==> src/rtl/if_fetch_unit_if.sv <==
// ---------------------------------------------------------------------------
// if_fetch_unit_if
// Instruction-memory request/response bundle between the fetch stage and the
// instruction memory.
//   req     fetch -> imem   request valid, held until gnt
//   addr    fetch -> imem   word-aligned request address, valid while req=1
//   gnt     imem  -> fetch  request accepted this cycle
//   rvalid  imem  -> fetch  read data valid, at least one cycle after gnt
//   rdata   imem  -> fetch  instruction word
// The fetch unit connects through the master modport and the memory (or a
// testbench memory model) through the slave modport.
// ---------------------------------------------------------------------------
interface if_fetch_unit_if;
    logic        req;
    logic [31:0] addr;
    logic        gnt;
    logic        rvalid;
    logic [31:0] rdata;

    modport master (
        output req,
        output addr,
        input  gnt,
        input  rvalid,
        input  rdata
    );

    modport slave (
        input  req,
        input  addr,
        output gnt,
        output rvalid,
        output rdata
    );
endinterface

==> src/rtl/if_fetch_unit.sv <==
// ---------------------------------------------------------------------------
// if_fetch_unit
// Instruction-fetch stage. Owns the PC, issues one request at a time to the
// instruction memory and drives the pc/inst pair that the IF/ID register
// loads every cycle. IF/ID has no enable, so on stall this block holds its
// own outputs; whenever no real instruction is available it presents a NOP.
//
// Parameters
//   RESET_PC        first PC fetched after reset
//   NOP_INST        bubble encoding (addi x0,x0,0)
// Ports
//   clk             clock, all state updates on the rising edge
//   rst             asynchronous, active-high reset
//   stall_i         hold pc_next_IFID/inst_next_IFID
//   redirect_i      branch/jump taken: flush and refetch from redirect_pc_i
//   redirect_pc_i   redirect target (bits [1:0] are ignored)
//   imem            instruction-memory bundle (master side)
//   pc_next_IFID    PC presented to IF/ID
//   inst_next_IFID  instruction presented to IF/ID
//   fetch_busy_o    a request has been granted and its data is not back yet
//   perf_fetched_o  count of real instructions delivered
//   perf_bubble_o   count of NOPs presented while not stalled
// Configuration
//   IF_PERF_CNT_EN  when defined, the two perf counters are implemented as
//                   32-bit wrapping counters; otherwise both outputs are 0.
// ---------------------------------------------------------------------------
module if_fetch_unit #(
    parameter logic [31:0] RESET_PC = 32'h0000_0000,
    parameter logic [31:0] NOP_INST = 32'h0000_0013
) (
    input  logic                   clk,
    input  logic                   rst,
    input  logic                   stall_i,
    input  logic                   redirect_i,
    input  logic [31:0]            redirect_pc_i,
    if_fetch_unit_if.master        imem,
    output logic [31:0]            pc_next_IFID,
    output logic [31:0]            inst_next_IFID,
    output logic                   fetch_busy_o,
    output logic [31:0]            perf_fetched_o,
    output logic [31:0]            perf_bubble_o
);

    typedef enum logic [1:0] {
        ST_FETCH   = 2'd0,
        ST_WAIT    = 2'd1,
        ST_HOLD    = 2'd2,
        ST_DISCARD = 2'd3
    } state_e;

    state_e      state_q, state_d;
    logic [31:0] pc_q, pc_d;
    logic [31:0] pc_out_q, pc_out_d;
    logic [31:0] inst_out_q, inst_out_d;
    logic [31:0] buf_q, buf_d;
    logic        deliver_w;

    // A request is only offered in FETCH, and never while reset is held so
    // the first request appears in the cycle after reset is released.
    assign imem.req       = (state_q == ST_FETCH) && !rst;
    assign imem.addr      = pc_q;
    assign fetch_busy_o   = (state_q == ST_WAIT) || (state_q == ST_DISCARD);
    assign pc_next_IFID   = pc_out_q;
    assign inst_next_IFID = inst_out_q;

    // A real instruction reaches IF/ID either straight from memory or from
    // the stall buffer, and only when neither a redirect nor a stall blocks it.
    assign deliver_w = !redirect_i && !stall_i &&
                       (((state_q == ST_WAIT) && imem.rvalid) || (state_q == ST_HOLD));

    // State, PC, stall buffer and the IF/ID-facing output registers.
    always_ff @(posedge clk or posedge rst) begin
        if (rst) begin
            state_q    <= ST_FETCH;
            pc_q       <= RESET_PC;
            pc_out_q   <= 32'h0000_0000;
            inst_out_q <= NOP_INST;
            buf_q      <= 32'h0000_0000;
        end else begin
            state_q    <= state_d;
            pc_q       <= pc_d;
            pc_out_q   <= pc_out_d;
            inst_out_q <= inst_out_d;
            buf_q      <= buf_d;
        end
    end

    // Next-state logic. Redirect wins over everything, including stall.
    // A response that coincides with a redirect is dropped, and since it
    // also retires the outstanding request there is nothing left to discard.
    // Without a redirect, every non-stalled cycle that does not deliver a
    // real instruction presents a NOP bubble at the current PC.
    always_comb begin
        state_d    = state_q;
        pc_d       = pc_q;
        pc_out_d   = pc_out_q;
        inst_out_d = inst_out_q;
        buf_d      = buf_q;

        if (redirect_i) begin
            pc_d       = {redirect_pc_i[31:2], 2'b00};
            pc_out_d   = {redirect_pc_i[31:2], 2'b00};
            inst_out_d = NOP_INST;
            buf_d      = 32'h0000_0000;
            case (state_q)
                ST_FETCH:            state_d = imem.gnt    ? ST_DISCARD : ST_FETCH;
                ST_WAIT, ST_DISCARD: state_d = imem.rvalid ? ST_FETCH   : ST_DISCARD;
                default:             state_d = ST_FETCH;
            endcase
        end else begin
            case (state_q)
                ST_FETCH: begin
                    if (imem.gnt) begin
                        state_d = ST_WAIT;
                    end
                end
                ST_WAIT: begin
                    if (imem.rvalid) begin
                        if (stall_i) begin
                            buf_d   = imem.rdata;
                            state_d = ST_HOLD;
                        end else begin
                            pc_out_d   = pc_q;
                            inst_out_d = imem.rdata;
                            pc_d       = pc_q + 32'd4;
                            state_d    = ST_FETCH;
                        end
                    end
                end
                ST_HOLD: begin
                    if (!stall_i) begin
                        pc_out_d   = pc_q;
                        inst_out_d = buf_q;
                        pc_d       = pc_q + 32'd4;
                        state_d    = ST_FETCH;
                    end
                end
                default: begin
                    if (imem.rvalid) begin
                        state_d = ST_FETCH;
                    end
                end
            endcase

            if (!stall_i && !deliver_w) begin
                pc_out_d   = pc_q;
                inst_out_d = NOP_INST;
            end
        end
    end

`ifdef IF_PERF_CNT_EN
    logic [31:0] fetched_q;
    logic [31:0] bubble_q;
    logic        bubble_w;

    // Any non-stalled cycle that does not deliver a real instruction puts a
    // NOP into IF/ID, including the flush NOP of a redirect.
    assign bubble_w = !stall_i && !deliver_w;

    // Free-running wrapping performance counters.
    always_ff @(posedge clk or posedge rst) begin
        if (rst) begin
            fetched_q <= 32'h0000_0000;
            bubble_q  <= 32'h0000_0000;
        end else begin
            if (deliver_w) begin
                fetched_q <= fetched_q + 32'd1;
            end
            if (bubble_w) begin
                bubble_q <= bubble_q + 32'd1;
            end
        end
    end

    assign perf_fetched_o = fetched_q;
    assign perf_bubble_o  = bubble_q;
`else
    assign perf_fetched_o = 32'h0000_0000;
    assign perf_bubble_o  = 32'h0000_0000;
`endif

endmodule

==> src/flat_wrapper.sv <==
// flat-port wrapper written by rule: the top's interface ports become plain ports
module if_fetch_unit_flat 
#(
    parameter logic [31:0] RESET_PC = 32'h0000_0000,
    parameter logic [31:0] NOP_INST = 32'h0000_0013
)
  (clk, rst, stall_i, redirect_i, redirect_pc_i, pc_next_IFID, inst_next_IFID, fetch_busy_o, perf_fetched_o, perf_bubble_o, imem_req, imem_addr, imem_gnt, imem_rvalid, imem_rdata);
  if_fetch_unit_if imem_i ();
  input  logic clk;
  input  logic rst;
  input  logic stall_i;
  input  logic redirect_i;
  input  logic [31:0] redirect_pc_i;
  output logic [31:0] pc_next_IFID;
  output logic [31:0] inst_next_IFID;
  output logic fetch_busy_o;
  output logic [31:0] perf_fetched_o;
  output logic [31:0] perf_bubble_o;
  output wire logic [$bits(imem_i.req)-1:0] imem_req;
  output wire logic [$bits(imem_i.addr)-1:0] imem_addr;
  input wire logic [$bits(imem_i.gnt)-1:0] imem_gnt;
  input wire logic [$bits(imem_i.rvalid)-1:0] imem_rvalid;
  input wire logic [$bits(imem_i.rdata)-1:0] imem_rdata;
  assign imem_req = imem_i.req;
  assign imem_addr = imem_i.addr;
  assign imem_i.gnt = imem_gnt;
  assign imem_i.rvalid = imem_rvalid;
  assign imem_i.rdata = imem_rdata;
  if_fetch_unit #(.RESET_PC(RESET_PC), .NOP_INST(NOP_INST)) u_core (.clk(clk), .rst(rst), .stall_i(stall_i), .redirect_i(redirect_i), .redirect_pc_i(redirect_pc_i), .imem(imem_i), .pc_next_IFID(pc_next_IFID), .inst_next_IFID(inst_next_IFID), .fetch_busy_o(fetch_busy_o), .perf_fetched_o(perf_fetched_o), .perf_bubble_o(perf_bubble_o));
endmodule
==> config.mk <==
export PLATFORM = sky130hd
export DESIGN_NAME = if_fetch_unit_flat
export DESIGN_NICKNAME = d
export VERILOG_FILES = /design/src/rtl/if_fetch_unit_if.sv /design/src/rtl/if_fetch_unit.sv /design/src/flat_wrapper.sv
export SDC_FILE = /design/constraint.sdc
export NUM_CORES = 1
export LEC_CHECK = 0
export ABC_AREA = 0
export CAP_MARGIN = 20
export CORE_ASPECT_RATIO = 1.4
export CORE_MARGIN = 5
export CORE_UTILIZATION = 42
export DETAILED_ROUTE_END_ITERATION = 16
export PLACE_DENSITY_LB_ADDON = 0.08
export SYNTH_ARGS = -nofsm -noshare
export SYNTH_HDL_FRONTEND = slang
export SYNTH_SLANG_ARGS = --single-unit
==> constraint.sdc <==
create_clock -name clk -period 4.9 [get_ports clk]
set_input_delay 0.49 -clock clk [delete_from_list [all_inputs] [get_ports clk]]
set_output_delay 0.49 -clock clk [all_outputs]
set_load 0.01 [all_outputs]
=== Word-level counts from Yosys, hierarchy flattened ===
Index checks and enable logic that the tools add are counted.

* Reduce and logical (&&, ||, !) cells: 24
* Eq/ne operators: 9
* Multiplexer cells: 29
* Add/subtract/negate cells: 1

{| class="wikitable"
|+ Operators by type and width
! kind !! count
|-
| $mux 32 || 16
|-
| $pmux 32 s2 || 3
|-
| $add 32x3->32 const B || 1
|-
| $mux 2 || 8
|-
| $ne 4x4->1 const B || 3
|-
| $ne 3x3->1 const B || 3
|-
| $reduce_and 4->1 || 2
|-
| $reduce_bool 4->1 || 2
|-
| $pmux 2 s3 || 1
|-
| $reduce_bool 2->1 || 3
|-
| $logic_and 1x1->1 || 5
|-
| $eq 2x2->1 const B || 2
|-
| $logic_not 1->1 || 4
|-
| $pmux 2 s2 || 1
|-
| $reduce_and 2->1 || 2
|-
| $reduce_and 3->1 || 1
|-
| $reduce_bool 3->1 || 1
|-
| $eq 2x1->1 const B || 1
|-
| $logic_not 2->1 || 1
|-
| $logic_or 1x1->1 || 2
|-
| $reduce_or 2->1 || 1
|}

* Output and inout bits: 162
* Register bits: 130

=== Logic depth before layout (Yosys ltp) ===
Gate-level depths: netlist of run 1.

* Depth after elaboration: 8
* Mapped depth: 8
* Depth with buffers taken out: 6

=== Worst setup path before layout of run 1 ===
OpenSTA, ideal clock, no wires.

* Path type: register to register
* Start point: reg u_core.state_q[0]
* End point: reg u_core.inst_out_q[21] (netlist: u_core.inst_next_IFID[21])
* Data arrival time: 2,009 ps
* Buffers on the path: 2
* Data required time: 4,772 ps
* Slack: 2,764 ps
* Cell stages (with the launch flop): 8
* Cells stage by stage: dfrtp_1 -> inv_1 -> ha_1 -> clkbuf_1 -> buf_1 -> mux2i_1 -> nor2_1 -> mux2_1

* Longest elaborated chain between the ends: 8

{| class="wikitable"
|+ RTL lines
! element !! line !! RTL
|-
| from (decl) || if_fetch_unit.sv:51 || <nowiki>state_e state_q, state_d;</nowiki>
|-
| from (signal assigned) || if_fetch_unit.sv:80 || <nowiki>state_q <= state_d;</nowiki>
|-
| $eq 2x1->1 || if_fetch_unit.sv:69, if_fetch_unit.sv:111 ||
|-
| $logic_and 1x1->1 || if_fetch_unit.sv:69 || <nowiki>(((state_q == ST_WAIT) && imem.rvalid) || (state_q == ST_HOLD));</nowiki>
|-
| $logic_or 1x1->1 || if_fetch_unit.sv:69 ||
|-
| $logic_and 1x1->1 || if_fetch_unit.sv:68 || <nowiki>assign deliver_w = !redirect_i && !stall_i &&</nowiki>
|-
| $logic_not 1->1 || if_fetch_unit.sv:145 || <nowiki>if (!stall_i && !deliver_w) begin</nowiki>
|-
| $logic_and 1x1->1 || if_fetch_unit.sv:145 ||
|-
| $ne 4x4->1 (no source line), or another cell as far along || n/a ||
|-
| $reduce_and 4->1 (no source line) or $mux 32 (tied branches) || n/a ||
|-
| to (signal assigned) || if_fetch_unit.sv:83 || <nowiki>inst_out_q <= inst_out_d;</nowiki>
|-
| to (decl) || if_fetch_unit.sv:54 || <nowiki>logic [31:0] inst_out_q, inst_out_d;</nowiki>
|}

Several ways; a longest one is shown, not always the timed one.
A chain may end at the register's enable or synchronous reset.

=== Final worst setup path of run 1 ===
* Start point: reg u_core.state_q[0]
* End point: reg u_core.pc_q[15] (netlist: u_core.imem.addr[15])

* Longest elaborated chain between the ends: 3

{| class="wikitable"
|+ RTL lines
! element !! line !! RTL
|-
| $eq 2x2->1 or $eq 2x1->1 (tied branches) || if_fetch_unit.sv:111 || <nowiki>case (state_q)</nowiki>
|-
| $pmux 32 s2, or another cell as far along || if_fetch_unit.sv:111 ||
|-
| $mux 32 or $reduce_and 2->1 (tied branches) || n/a ||
|-
| to (signal assigned) || if_fetch_unit.sv:81 || <nowiki>pc_q <= pc_d;</nowiki>
|-
| to (decl) || if_fetch_unit.sv:52 || <nowiki>logic [31:0] pc_q, pc_d;</nowiki>
|}

Several ways; a longest one is shown, not always the timed one.

==> results of run 1 <==
-- metrics by stage --
stage,hold WS [ns],std cells,area [um^2]
global placement,0.462,1070,8470
floorplan,0.501,811,7170
CTS,0.477,1103,9100
global route,0.490,1105,9140
finish,0.473,1105,9140
detailed placement,0.464,1071,8490
-- cell type report --
cell class / instances / area, um^2
Timing Repair Buffer: 175 / 1760
Clock buffer: 20 / 467
Multi-Input combinational cell: 563 / 3300
Clock inverter: 12 / 135
Tap cell: 199 / 249
Inverter: 9 / 36.3
Sequential cell: 127 / 3180
Fill cell: 1511 / 7040
-- registers in the layout, summed over array words and instances (netlist names) --
name                   flops
u_core.buf_q              32
u_core.imem.addr          30
u_core.inst_next_IFID     32
u_core.pc_next_IFID       31
u_core.state_q             2
-- cells by family after synthesis --
kind of cell / after synthesis / share of synthesized area
adders and majority gates: 6 / 0.0108
buffers and inverters: 121 / 0.103
muxes: 70 / 0.107
AOI/OAI and AO/OA: 143 / 0.123
and+or+nand+nor: 267 / 0.182
DFF: 127 / 0.459
other: 1 / 0.000541
xor gates and xnor gates: 11 / 0.0139
-- power breakdown --
part           internal (mW)  leakage, nW  switching [mW]  total [mW]
logic                  0.628         2.03           0.610        1.24
clock network          0.790        0.285           0.480        1.27
registers               1.22         1.62           0.129        1.35
total                   2.64         3.94            1.22        3.86
-- Yosys cell counts (2+ instances only) --
library cell and instances:
a211o_1 4, a21boi_0 2, a21o_1 16, a21oi_1 62, a221o_1 2, a22oi_1 2, a31oi_1 3, and2_1 2
and3_1 6, and4_1 3, buf_1 9, buf_2 5, buf_4 67, clkbuf_1 31, dfrtp_1 124, dfstp_2 3
ha_1 6, inv_1 9, mux2_1 2, mux2_2 33, mux2i_1 35, nand2_1 129, nand2b_1 3, nand3_1 15
nand4_1 16, nor2_1 46, nor2b_1 13, nor3_1 6, nor4_1 7, nor4b_1 4, o211ai_1 4, o21ai_0 32
o31ai_1 6, or3_1 4, or4_1 5, xnor2_1 10
-- path summary, 6_finish.rpt --
kind	endpoint	slack (ns)	depth (start not counted)
worst max-delay path	u_core.imem.addr[15]$_DFFE_PP0P_	1.81	8
worst min-delay path	u_core.pc_next_IFID[31]$_DFFE_PP0P_	0.47	1
worst min register to register	u_core.pc_next_IFID[31]$_DFFE_PP0P_	0.47	1
min in group asynchronous	u_core.inst_next_IFID[9]$_DFFE_PP0P_	0.53	2
max in group asynchronous	u_core.pc_next_IFID[23]$_DFFE_PP0P_	3.37	3
worst max register to register	u_core.imem.addr[15]$_DFFE_PP0P_	1.81	8
-- worst max-delay path, stage by stage, from the launching register on --
cell     delay [ns]
dfrtp_1        0.41
inv_1          0.13
ha_2           0.18
buf_4          0.52
mux2i_1        0.17
buf_4          0.22
or3_1          0.61
or4_1          0.59
a31oi_1        0.18
-- routing by layer --
metal,GRT usage,part of all wire
met5,0,0
met4,0.0629,0.012
met3,0.0543,0.051
met2,0.364,0.54
met1,0.221,0.40
==> results.py, run 1 <==
metrics = {
    "outcome": {
        "outcome": "finished, final reports clean",
    },
    "critical_path": {
        "startpoint_type": "flop",
        "crit_path_start": "u_core.state_q[0]$_DFFE_PP0P_",
        "worst-setup-path-type": "reg -> reg",
        "end_kind": "flop",
        "r2r-start": "u_core.state_q[0]$_DFFE_PP0P_",
        "worstPathMaxFanout": 41,
        "arrival_ns": 3.43,
        "crit_required_ns": 5.24,
    },
    "die": {
        "die_area_um2": 19200,
        "dieWidth_um": 119,
        "die_y_um": 162,
        "core_area_um2": 16200,
        "std_cell_rows": 55,
        "start_util": 0.428,
        "pin_count": 232,
    },
    "cells_and_area": {
        "layout_commonest_cell": "clkdlybuf4s50_1",
        "drive_above_1_share": 0.103,
        "fin_nets": 969,
        "layout_common_cells": "162 x clkdlybuf4s50_1, 129 x nand2_1, 124 x dfrtp_1, 66 x conb_1, 61 x a21oi_1",
        "finish.utilization": 0.565,
        "diodes": 0,
        "syn_to_final_growth_pct": 31.9,
    },
    "timing": {
        "setup_violations": 0,
        "fin_skew_ns": 0.0105,
        "worst_slack_ns": 1.81,
        "fin_crit_ns": 3.09,
        "setup_tns_ns": 0,
        "maxSlewHeadroom": 0.430,
        "tightest_slew_ns": 0.854,
        "post-route-period-util": 0.630,
        "fmax_mhz": 324,
        "hold_viol": 0,
        "final_max_slew_viol_count": 0,
        "rsz0062_at_grt": "false",
    },
    "clock_tree": {
        "cts_buffers": 17,
        "path_clk_slew_ns": 0.06,
        "htreeDepth": 4,
        "clk_path_buf_depth": 2,
        "root_buffer": "clkbuf_16",
        "cts_tree": "built",
        "insertion_delay_ns": 0.42,
        "clock_sinks": 127,
        "cts_hold_buf": 0,
        "cts_setup_buffers": 0,
        "cts_resized": 0,
    },
    "power": {
        "power.total_mw": 3.86,
        "power_density_nw_per_um2": 422,
        "p_leak_nw": 3.94,
        "peakVddDrop_uv": 267,
    },
    "worst_hold_path": {
        "hp-class": "reg -> reg",
        "worstHoldStart": "u_core.pc_next_IFID[31]$_DFFE_PP0P_",
    },
    "drt": {
        "ant_nets": 0,
        "viasPerCell": 5.19,
        "routed_wl_um": 19300,
        "vias": 5732,
        "drc_errors": 0,
        "drtIter0Drc": 294,
        "drt-wirelength-per-cell_um": 17.5,
        "dr.pass1.iters": 4,
    },
    "synth": {
        "yosys_register_bits": 127,
        "ys.flop_type": "dfrtp_1",
        "synth_seq_area_share": 0.459,
        "netlist_area_um2": 6930,
        "yosys.area.top_type": "dfrtp_1",
        "syn-mean-instance-area_um2": 9.29,
        "async_flop_share": 1.00,
        "synth-edff-count": 0,
        "ys_warn_count": 0,
        "yosys-top-cells-area": "dfrtp_1 45%, buf_4 7.3%, nand2_1 7.0%",
        "ys_types": 56,
        "synthCells": 746,
        "synth_top_area_frac": 0.448,
    },
    "grt": {
        "grt_first_pass_wirelength_um": 31100,
        "grt_max_degree": 71,
        "grt_pass1_vias": 5951,
        "antenna_found_initial": 0,
        "grtUsageTotal": 0.198,
        "gr-total-overflow": 0,
    },
    "place": {
        "place_ws_ns": 1.82,
        "gp_congestion": 0.842,
        "port_buffers": 163,
        "hpwl_um": 13600,
    },
    "run": {
        "maxCapViolCount": 0,
    },
}
No activity file was read; power rests on OpenSTA's default activity.
==> run 2: changes to the inputs <==
==> constraint.sdc (replaced) <==
create_clock -name clk -period 3.15 [get_ports clk]
set_input_delay 0.315 -clock clk [delete_from_list [all_inputs] [get_ports clk]]
set_output_delay 0.315 -clock clk [all_outputs]
set_load 0.01 [all_outputs]
==> run 2 against run 1 <==
- worst hold slack worse by 0.15 ns
- register-to-register slack worse by 1.2 ns
- clock power increased by 65%
- cell count about the same
- sequential share of layout area is 0.14 points lower
- clock skew decreased by 0.0018 ns
- worst setup slack worse by 1.2 ns
- via count is 0.47% higher
- maximum frequency up 23%
- largest power group is now the clock network
- sequential cell count unchanged
- non-clock buffer count rose by 1
==> results.py, run 2 (same netlist as run 1, synthesis figures left out) <==
metrics = {
    "cells_and_area": {
        "fin_nets": 970,
        "diodes": 0,
        "layout_commonest_cell": "clkdlybuf4s50_1",
        "drive_above_1_share": 0.104,
        "finish.utilization": 0.567,
        "syn_to_final_growth_pct": 32.4,
        "layout_common_cells": "162 x clkdlybuf4s50_1, 129 x nand2_1, 124 x dfrtp_1, 66 x conb_1, 61 x a21oi_1",
        "final_cells": 1106,
        "fillerInstances": 1455,
    },
    "die": {
        "die_y_um": 162,
        "die_area_um2": 19200,
        "std_cell_rows": 55,
        "pin_count": 232,
        "dieWidth_um": 119,
        "core_area_um2": 16200,
        "start_util": 0.428,
    },
    "critical_path": {
        "worstPathMaxFanout": 13,
        "arrival_ns": 2.85,
        "cpPeakStageDelay_ns": 0.61,
        "slowest_stage": "or3_1",
        "end_kind": "flop",
        "crit_required_ns": 3.49,
        "worst-setup-path-type": "reg -> reg",
        "startpoint_type": "flop",
        "crit_chain": "inv_1 > ha_1 > mux2i_1 > or3_1 > or4_1 > a31oi_1",
    },
    "timing": {
        "fin_skew_ns": 0.00869,
        "setup_violations": 0,
        "maxSlewHeadroom": 0.426,
        "fmax_mhz": 398,
        "setup_tns_ns": 0,
        "fin_crit_ns": 2.51,
        "tightest_slew_ns": 0.860,
        "worst_slack_ns": 0.640,
        "final_max_slew_viol_count": 0,
        "rsz0062_at_grt": "false",
        "post-route-period-util": 0.797,
        "hold_viol": 0,
    },
    "clock_tree": {
        "clk_path_buf_depth": 2,
        "path_clk_slew_ns": 0.06,
        "insertion_delay_ns": 0.42,
        "cts_resized": 0,
        "root_buffer": "clkbuf_16",
        "clock_sinks": 127,
        "cts_setup_buffers": 0,
        "cts_hold_buf": 0,
        "htreeDepth": 4,
        "cts_tree": "built",
        "cts_buffers": 17,
    },
    "drt": {
        "ant_nets": 0,
        "drc_errors": 0,
        "dr.pass1.iters": 4,
        "routed_wl_um": 19200,
        "drt-wirelength-per-cell_um": 17.4,
        "vias": 5759,
        "drtIter0Drc": 326,
        "viasPerCell": 5.21,
    },
    "grt": {
        "antenna_found_initial": 0,
        "grtUsageTotal": 0.197,
        "grt_first_pass_wirelength_um": 30800,
        "grt_pass1_vias": 5944,
        "gr-total-overflow": 0,
        "grt_max_degree": 128,
    },
    "worst_hold_path": {
        "hp-class": "in -> reg",
    },
    "place": {
        "hpwl_um": 13300,
        "place_ws_ns": 0.440,
        "gp_congestion": 0.827,
        "place_inst": 1072,
        "port_buffers": 163,
    },
    "outcome": {
        "outcome": "finished, final reports clean",
    },
    "power": {
        "p_leak_nw": 3.95,
        "power_density_nw_per_um2": 666,
        "peakVddDrop_uv": 391,
    },
    "run": {
        "maxCapViolCount": 0,
    },
}
==> run 2: cell count changes in the layout (fill, tap and decap cells not counted) <==
cell,previous run,this run
bufinv_16,2,4
clkbuf_8,3,1
buf_4,10,11
clkinv_2,2,3
clkinvlp_4,4,5
inv_4,1,0
inv_6,1,0
==> run 2: stage by stage <==
| step | total power, mW | cell area, um^2 | hold slack, ns |
|---|---|---|---|
| 2_1_floorplan | 3.23 | 7180 | 0.435 |
| 3_3_place_gp | 3.96 | 8500 | 0.462 |
| 3_5_place_dp | 4.02 | 8500 | 0.466 |
| 4_1_cts | 6.14 | 9130 | 0.314 |
| 5_1_grt | 6.43 | 9170 | 0.350 |
| 6_report | 6.11 | 9170 | 0.321 |
==> run 2: critical path: cells and delay by family, from the launching register on <==
family,cells,cell delay (ns)
mux,1,0.17
fa+ha+maj,1,0.37
buf+inv,1,0.10
compound gates,1,0.18
simple gates,2,1.19
flops,1,0.42
==> run 2: cell type report <==
type / instances / area, um^2 / area share
well taps: 199 / 249 / 0.0271
flip-flops and latches: 127 / 3180 / 0.347
multi-input cells: 563 / 3300 / 0.360
clock inverters: 14 / 191 / 0.0209
repair buffers: 176 / 1770 / 0.193
inverters: 9 / 37.5 / 0.00409
clock buffers: 18 / 439 / 0.0479
==> run 2: final timing paths <==
check                                                            end  cells after the start                           startpoint  slack (ns)
worst max-delay path                u_core.imem.addr[21]$_DFFE_PP0P_                      6        u_core.state_q[1]$_DFFE_PP0P_        0.64
worst min-delay path                     u_core.buf_q[4]$_DFFE_PP0P_                      2                           redirect_i        0.32
worst max register to register      u_core.imem.addr[21]$_DFFE_PP0P_                      6        u_core.state_q[1]$_DFFE_PP0P_        0.64
worst min register to register   u_core.pc_next_IFID[30]$_DFFE_PP0P_                      1  u_core.pc_next_IFID[30]$_DFFE_PP0P_        0.47
max in group asynchronous         u_core.pc_next_IFID[6]$_DFFE_PP0P_                      3                                  rst        2.10
min in group asynchronous       u_core.inst_next_IFID[8]$_DFFE_PP0P_                      3                                  rst        0.43
==> run 2: layer usage <==
metal  global-route usage  vias up  part of all wire
li1                     -     2751                 -
met5                    0        -                 0
met3               0.0596       19             0.057
met2                0.352      157              0.53
met4               0.0640        0             0.015
met1                0.223     2832              0.40
==> run 2: power by group <==
group	leakage [nW]	switching (mW)	internal, mW
combinational	2.03	0.940	0.977
clock	0.298	0.753	1.34
sequential	1.62	0.200	1.89
==> RTL edit, RTL diff (config.mk and constraints of run 1) <==
Add a define of `IF_PERF_CNT_EN`.
--- a/src/rtl/if_fetch_unit.sv
+++ b/src/rtl/if_fetch_unit.sv
@@ -24,6 +24,8 @@
 //   IF_PERF_CNT_EN  when defined, the two perf counters are implemented as
 //                   32-bit wrapping counters; otherwise both outputs are 0.
 // ---------------------------------------------------------------------------
+`define IF_PERF_CNT_EN
+
 module if_fetch_unit #(
     parameter logic [31:0] RESET_PC = 32'h0000_0000,
     parameter logic [31:0] NOP_INST = 32'h0000_0013
Check against the original RTL: not equivalent (a bounded check fails within 4 cycles, from zero or initial values and one cycle with rst high).
==> RTL edit against run 1 <==
Synthesized area up 24%. Critical endpoint is now u_core.imem.addr[20]$_DFFE_PP0P_. Wire length up 19%. Final area up 28%. Worst setup slack better by 580 ps. Sequential cell count up 64. Core utilization up 1.1 points. Total power up 9.6%. Critical path depth down 2. Highest routed layer is now met5. Largest power group unchanged.
==> RTL edit: results (changes against run 1) <==
\begin{tabular}{lr}
\hline
Metric & Value \\
\hline
\multicolumn{2}{l}{\textbf{Placed design}} \\
\quad Placer congestion estimate & 0.7609 (was 0.8421) \\
\quad Total of buffers placed on input and output ports & 227 (was 163) \\
\multicolumn{2}{l}{\textbf{Timing}} \\
\quad Worst Clk Skew & 12.87 ps (was 10.53 ps) \\
\quad Final-layout worst hold slack & 449.6 ps (was 472.7 ps) \\
\multicolumn{2}{l}{\textbf{Logic synthesis}} \\
\quad Count of cell types in the netlist & 55 (was 56) \\
\quad Count of mapped cells out of synthesis & 793 (was 746) \\
\quad Share of the synthesized area in compound gates (AO/OA/AOI/OAI) & 11.76\% (was 12.32\%) \\
\multicolumn{2}{l}{\textbf{GRT}} \\
\quad Vias in the first global route & 6,692 (was 5,951) \\
\quad Number of antenna violations at the first check in global routing & 1 (was 0) \\
\quad Aggregate global-route resource usage & 19.50\% (was 19.83\%) \\
\quad Met3 demand-to-capacity share in global routing & 5.724\% (was 5.434\%) \\
\multicolumn{2}{l}{\textbf{Critical path}} \\
\quad Worst setup slack for register-to-register paths & 2440 ps (was 1810 ps) \\
\quad Crit path max-delay cell type & sky130\_fd\_sc\_hd\_\_a2111oi\_4 (was sky130\_fd\_sc\_hd\_\_or3\_1) \\
\quad Critical-path maximum fanout & 8 (was 41) \\
\quad Cell type group with the largest total delay on the critical path & compound AO/OA/AOI/OAI gates (was simple AND/OR/NAND/NOR gates) \\
\quad Beginning of the worst register-to-register path & u\_core.perf\_bubble\_o[3]\$\_DFFE\_PP0P\_ (was u\_core.state\_q[0]\$\_DFFE\_PP0P\_) \\
\multicolumn{2}{l}{\textbf{Route}} \\
\quad Count of routing violations after the opening detailed-route iteration & 283 (was 294) \\
\quad Vias per inst & 5.345 (was 5.187) \\
\quad Total met2 wirelength after detailed routing & 11,520 um (was 10,450 um) \\
\quad Post-Route WL & 22,930 um (was 19,330 um) \\
\quad Uppermost layer routed & met5 (was met4) \\
\multicolumn{2}{l}{\textbf{Cells and area}} \\
\quad Final \#Nets & 1,082 (was 969) \\
\multicolumn{2}{l}{\textbf{Power and ir drop}} \\
\quad Worst-case vdd ir drop & 0.2419 mV (was 0.2668 mV) \\
\quad Pleak & 4.901 nW (was 3.936 nW) \\
\multicolumn{2}{l}{\textbf{Outcome}} \\
\quad Result of the run & finished clean (unchanged) \\
\multicolumn{2}{l}{\textbf{Hold path}} \\
\quad Classification of the worst-slack hold path & input pin to async pin (was flip-flop to flip-flop) \\
\hline
\end{tabular}
==> RTL edit: cell types whose count changed after synthesis, sizes merged, moves of 13 or more <==
cell,delta
mux2i,+25
dfrtp,+64
mux2,-32
a211oi,+13
nand3,+22
nand4,+14
xnor2,+44
nand2,-44
buf,-68
a21oi,-33
a21o,-16
a22o,+31
==> RTL edit: cell type report <==
class	count	area, um^2	area share, %
inverters	10	41.29	0.3527
multi-input cells	549	3618	30.91
well taps	256	320.3	2.736
repair buffers	240	2380	20.33
clock buffers	18	439.2	3.752
diodes	1	2.502	0.02138
flip-flops and latches	191	4783	40.86
clock inverters	13	121.4	1.037
==> RTL edit: report_power, final <==
part           switching (mW)  internal (mW)  leakage [nW]
registers               0.175           1.73          2.48
logic                   0.474          0.500          2.15
clock network           0.661          0.685         0.277
total                    1.31           2.91          4.90
